===== config.mk =====
export PLATFORM = sky130hd
export DESIGN_NAME = keccak_digest_serializer
export DESIGN_NICKNAME = d
export VERILOG_FILES = /design/src/rtl/keccak_ser_pkg.sv /design/src/rtl/keccak_digest_serializer.sv
export SDC_FILE = /design/constraint.sdc
export NUM_CORES = 1
export LEC_CHECK = 0
export CAP_MARGIN = 15
export CORE_MARGIN = 2
export CORE_UTILIZATION = 35
export CTS_BUF_LIST = sky130_fd_sc_hd__clkbuf_16
export CTS_CLUSTER_DIAMETER = 80
export DETAILED_ROUTE_END_ITERATION = 8
export GPL_TIMING_DRIVEN = 0
export HOLD_SLACK_MARGIN = 0.05
export SLEW_MARGIN = 20
export SYNTH_ARGS = -nofsm -noshare
export SYNTH_HDL_FRONTEND = slang
export SYNTH_SLANG_ARGS = --single-unit

===== constraint.sdc =====
create_clock -name clk -period 2.2 [get_ports clk]
set_input_delay 0.55 -clock clk [delete_from_list [all_inputs] [get_ports clk]]
set_output_delay 0.55 -clock clk [all_outputs]
set_load 0.03 [all_outputs]

===== src/rtl/keccak_ser_pkg.sv =====
// Shared types and helpers for the keccak digest serializer.
// bswap is used only when KECCAK_SER_BSWAP_EN is defined.
package keccak_ser_pkg;

  typedef enum logic {IDLE, SEND} ser_state_e;

  localparam int DIGEST_W_DEF   = 512;
  localparam int WORD_W_DEF     = 32;
  localparam int SHA3_512_WORDS = 16;
  localparam int SHA3_256_WORDS = 8;

  // Widest word the byte-swap helper handles.
  localparam int BSWAP_MAX_W = 256;

  // Reverse the low nbytes bytes of w; the bytes above them come back zero.
  function automatic logic [BSWAP_MAX_W-1:0] bswap(input logic [BSWAP_MAX_W-1:0] w,
                                                   input int nbytes);
    logic [BSWAP_MAX_W-1:0] r;
    r = '0;
    for (int i = 0; i < BSWAP_MAX_W/8; i++) begin
      if (i < nbytes) r[8*i +: 8] = w[8*(nbytes-1-i) +: 8];
    end
    return r;
  endfunction

endpackage


===== src/rtl/keccak_digest_serializer.sv =====
// Captures one keccak digest per digest_ready rising edge and streams it out as
// WORD_W words, MS word first. Define KECCAK_SER_BSWAP_EN to byte-reverse each word.
module keccak_digest_serializer
  import keccak_ser_pkg::*;
#(
  parameter int DIGEST_W  = DIGEST_W_DEF,
  parameter int WORD_W    = WORD_W_DEF,
  parameter int OUT_WORDS = SHA3_512_WORDS
) (
  input  logic                clk,
  input  logic                reset,
  input  logic [DIGEST_W-1:0] digest,
  input  logic                digest_ready,
  output logic [WORD_W-1:0]   dout,
  output logic                dout_valid,
  input  logic                dout_ready,
  output logic                dout_last,
  output logic                busy,
  output logic                overrun
);

  localparam int IDX_W = (OUT_WORDS > 1) ? $clog2(OUT_WORDS) : 1;
  localparam logic [IDX_W-1:0] LAST_IDX = IDX_W'(OUT_WORDS - 1);

  ser_state_e          state_q, state_d;
  logic [DIGEST_W-1:0] shreg_q, shreg_d;
  logic [IDX_W-1:0]    idx_q, idx_d;
  logic                rdy_q;
  logic                overrun_q, overrun_d;

  logic rise, xfer, sending, at_last;
  logic [WORD_W-1:0] word_sel;

  assign rise    = digest_ready & ~rdy_q;
  assign sending = (state_q == SEND);
  assign xfer    = sending & dout_ready;
  assign at_last = (idx_q == LAST_IDX);

  always_comb begin
    state_d   = state_q;
    shreg_d   = shreg_q;
    idx_d     = idx_q;
    overrun_d = overrun_q;
    case (state_q)
      IDLE: begin
        if (rise) begin
          shreg_d = digest;
          idx_d   = '0;
          state_d = SEND;
        end
      end
      SEND: begin
        // A second hash while busy is flagged but never captured, even on the final transfer.
        if (rise) overrun_d = 1'b1;
        if (xfer) begin
          shreg_d = shreg_q << WORD_W;
          idx_d   = idx_q + IDX_W'(1);
          if (at_last) state_d = IDLE;
        end
      end
      default: state_d = IDLE;
    endcase
  end

  always_ff @(posedge clk) begin
    if (reset) begin
      state_q   <= IDLE;
      shreg_q   <= '0;
      idx_q     <= '0;
      rdy_q     <= 1'b0;
      overrun_q <= 1'b0;
    end else begin
      state_q   <= state_d;
      shreg_q   <= shreg_d;
      idx_q     <= idx_d;
      rdy_q     <= digest_ready;
      overrun_q <= overrun_d;
    end
  end

  // Zero dout outside SEND so a partly shifted register never leaks onto the bus.
  assign word_sel = sending ? shreg_q[DIGEST_W-1 -: WORD_W] : '0;

`ifdef KECCAK_SER_BSWAP_EN
  logic [BSWAP_MAX_W-1:0] swapped;
  assign swapped = bswap(BSWAP_MAX_W'(word_sel), WORD_W/8);
  assign dout    = swapped[WORD_W-1:0];
`else
  assign dout    = word_sel;
`endif

  assign dout_valid = sending;
  assign dout_last  = sending & at_last;
  assign busy       = sending;
  assign overrun    = overrun_q;

endmodule

==> impl_results.md, run 1 <==
* WL final at 96800 um
* Worst setup slack after placement at -893 ps
* RR Startpoint: busy
* Clock input transition at the sequential cells of the worst setup and hold paths at 60 ps
* Largest net degree at the start of global routing at 17
* Post-synth ARST share at 0%
* Worst setup path startpoint: busy
* Leakage power total at 0.0122 uW
* Initial antenna violation count at 38
* Compound-Gate Fraction of Synth Area at 24.5%
* Final hold violation count at 0
* Sequential Area at 10400 sq um
* Overflow left after global routing at 0
* Worst setup path end: dout[12]
* Max Freq at 456 MHz
* Crit path buf inv count at 4
* GP Congestion at 0.895
* Mean instance size in the synthesized netlist at 11.1 sq um
* Cell family contributing the most delay on the critical path: buffers and inverters
* Fin Clk Skew at 18.2 ps
* Growth of design area from synthesis to finish at 34.3%
* Post-route setup slack at 6.95 ps
* Post-synthesis instance total at 2330
* Via count of the first global-routing pass at 22278
* Mux cell area share after synthesis at 18.7%
* Dominant register cell in the synthesized netlist: sky130_fd_sc_hd__dfxtp_1
* Global Route Usage Sum at 24.5%
* Type of origin of the critical path: flop
* Net switching share of the total power at 30.9%
* Dominant combinational cell family by area after synthesis: compound AO/OA/AOI/OAI gates
* Internal cell power at 18600 uW
* Worst Reg-to-Reg Cells at 6
* Fraction of layout instances using a drive strength above 1 at 27.4%
* Data required time at the worst endpoint at 1650 ps
* Clk network pwr share at 34.4%
* Max capacitance violation total at 0
* Number of remaining DRC errors at 0
* Fraction of the cycle the final worst path needs at 99.7%
* Cell type with the highest aggregate area in the netlist: sky130_fd_sc_hd__dfxtp_1
* Post-layout min period at 2190 ps
* Run status: finished, final reports clean
* Cell types with the largest area share after synthesis: sky130_fd_sc_hd__dfxtp_1, sky130_fd_sc_hd__a211oi_2, sky130_fd_sc_hd__mux2i_1, sky130_fd_sc_hd__nor3_1, sky130_fd_sc_hd__buf_6
* Crit path kind: reg2out
* Number of enable flip-flop cells after synthesis at 0
* Adder and majority gate portion of the synthesized area at 0.0485%
* Dominant cell by count in the synthesized netlist: sky130_fd_sc_hd__dfxtp_1
* IO Pins at 552
* Worst endpoint data arrival time at 1640 ps
* Slew HR at 42.6%
* Setup slack on the worst flop-to-flop path at 120 ps
* Count of buffers inserted at the top-level ports at 551
* Via count of the routed design at 21066
* Final setup violation count at 0
* Highest cell delay on the worst timing path at 320 ps
* Synthesized Nets at 2847
* Most repeated library cell on the critical path: sky130_fd_sc_hd__buf_8
* Number of standard-cell rows in the floorplan at 99
* Maximum vdd ir drop at 599 uV
* TritonCTS clock tree: done
* CP endpoint kind: primary output
* Final TNS setup at 0 ps
* Post-synthesis xor/xnor area fraction at 0%
* Kind of path behind the tightest hold check: reg2reg
* Number of iterations in the first detailed-routing pass at 5
* Global-route wire length before repair at 141000 um
* Height of the die at 276 um
* Number of H-tree branching levels at 2
* Clock tree root driver cell: sky130_fd_sc_hd__clkbuf_16
* Antenna violation net count after detailed routing at 0
* Slowest cell on crit path: sky130_fd_sc_hd__dfxtp_2
* Nets at 3470
* Longest Clk Path Bufs at 3
* Stages on worst setup path at 5
* Number of max-slew violations in the final report at 0
* Cell area after synthesis at 25800 sq um
* Proportion of power drawn by flip-flops and latches at 41.5%
* # hold bufs at CTS at 0
* TritonCTS sink count at 519
* Overall die area at 76000 sq um
* Top cells by count, synth: sky130_fd_sc_hd__dfxtp_1, sky130_fd_sc_hd__nor3_1, sky130_fd_sc_hd__mux2i_1
* Clock insertion delay at the later pin of the skew report at 630 ps
* Fill cell instance count of the final layout at 6700
* Average vias per placed instance at 5.31
* Min Hold Slack at 477 ps
* Worst flop-to-flop path endpoint: shreg_q[376]
* Flops & latches, synth at 519
* Share of the synthesized area in the top cell type at 40.2%
* Highest net fanout along the worst path at 10
* Sequential fraction of the synthesis area at 40.2%
* Total area of multi-input combinational cells at 13900 sq um
* Post-DP HPWL at 76100 um
* Starting Density at 35.4%
* Net Switching at 8300 uW
* Share of power burned in combinational logic at 24.1%
* Worst Max-Slew Pin Slew at 862 ps
* Clock buffers created by TritonCTS at 60
* Count of cell types in the netlist at 28
* Setup repair after global routing missed its margin: true
* Std-Cell Core Area at 73000 sq um
* Total number of yosys warnings at 0
* Die width at 276 um
* Final routed wire length divided by cell count at 24.4 um
* Area fraction in and, or, nand and nor cells after synthesis at 10.5%
* List of cells traversed by the critical path: buf_8 > buf_12 > buf_8 > and2_4 > buf_6
* Starting DRC count in detailed routing at 1190
* PwrDens at 774 nW/um^2
## registers in the layout (all words and copies together), names as in the netlist
signal   count
busy         1
idx_q        4
overrun      1
rdy_q        1
shreg_q    512
## area by class of cell
class | instances | share of cell area [%]
clock inverter | 47 | 0.754
sequential | 519 | 30.0
multi-input combinational | 1529 | 40.2
timing repair buffer | 562 | 16.2
tap | 959 | 3.46
antenna | 13 | 0.0938
clock buffer | 60 | 4.33
buffer | 280 | 4.94
inverter | 1 | 0.0108
## timing repair
action | in CTS | in global routing
endpoints found under the setup margin | 548 | 531
gates resized for setup | 326 | 34
cloned | 0 | 1
pin swaps | 3 | 10
setup buffers | 4 | 6
## layer usage
layer	wire length (um)	up-vias	track usage (%)
met5	350	-	0
met4	1890	52	6.12
met3	5850	151	5.84
met2	47300	505	42.3
met1	41400	10203	30.7
li1	-	10155	-
## logic make-up after synthesis
| kind of cell | count (synthesis) |
|---|---|
| and+or+nand+nor | 529 |
| DFF | 519 |
| AOI/OAI and AO/OA | 518 |
| muxes | 481 |
| buffers and inverters | 282 |
| adders and majority gates | 1 |
## stage by stage
stage | cells | total power (uW) | utilization, % | area [sq um]
after floorplan | 2330 | 15300 | - | 25800
after global placement | 3840 | 17600 | 44.6 | 32500
after detailed placement | 3840 | 17700 | 44.6 | 32500
after CTS | 3951 | 27000 | 47.4 | 34600
after global routing | 3967 | 27900 | 47.5 | 34700
final | 3970 | 26900 | 47.5 | 34700
## placed cells by master, fill, tap and decap left out, drive strengths merged, types with 16 or more instances in the layout
| master | netlist | final |
|---|---|---|
| dfxtp | 519 | 519 |
| mux2i | 480 | 480 |
| buf | 129 | 175 |
| clkbuf | 152 | 209 |
| a211oi | 480 | 480 |
| and2 | 33 | 33 |
| clkinv | 0 | 31 |
| a22o | 33 | 33 |
| inv | 1 | 16 |
| nor3 | 481 | 481 |
| clkdlybuf4s50 | 0 | 515 |
## power groups by stage
| stage | Combinational (uW) | Clock (uW) | Sequential, uW |
|---|---|---|---|
| after floorplan | 4300 | 0 | 11000 |
| after global placement | 6240 | 0 | 11300 |
| after detailed placement | 6340 | 0 | 11300 |
| after CTS | 6480 | 9370 | 11100 |
| after global routing | 6940 | 9750 | 11200 |
| final | 6470 | 9230 | 11200 |
## worst min path at each step
stage | startpoint | endpoint | cells past startpoint
floorplan | shreg_q[10] | shreg_q[10] | 1
global placement | shreg_q[7] | shreg_q[7] | 1
detailed placement | shreg_q[1] | shreg_q[1] | 1
CTS | digest[8] | shreg_q[8] | 2
global route | shreg_q[3] | shreg_q[3] | 1
finish | shreg_q[1] | shreg_q[1] | 1
No activity file was read; power rests on OpenSTA's default activity.
==> run 2: changes to the inputs <==
- ABC_CLOCK_PERIOD_IN_PS: unset -> 2200
==> results of run 2 <==
No change in the layout: final DEF, timing and power equal those of run 1.
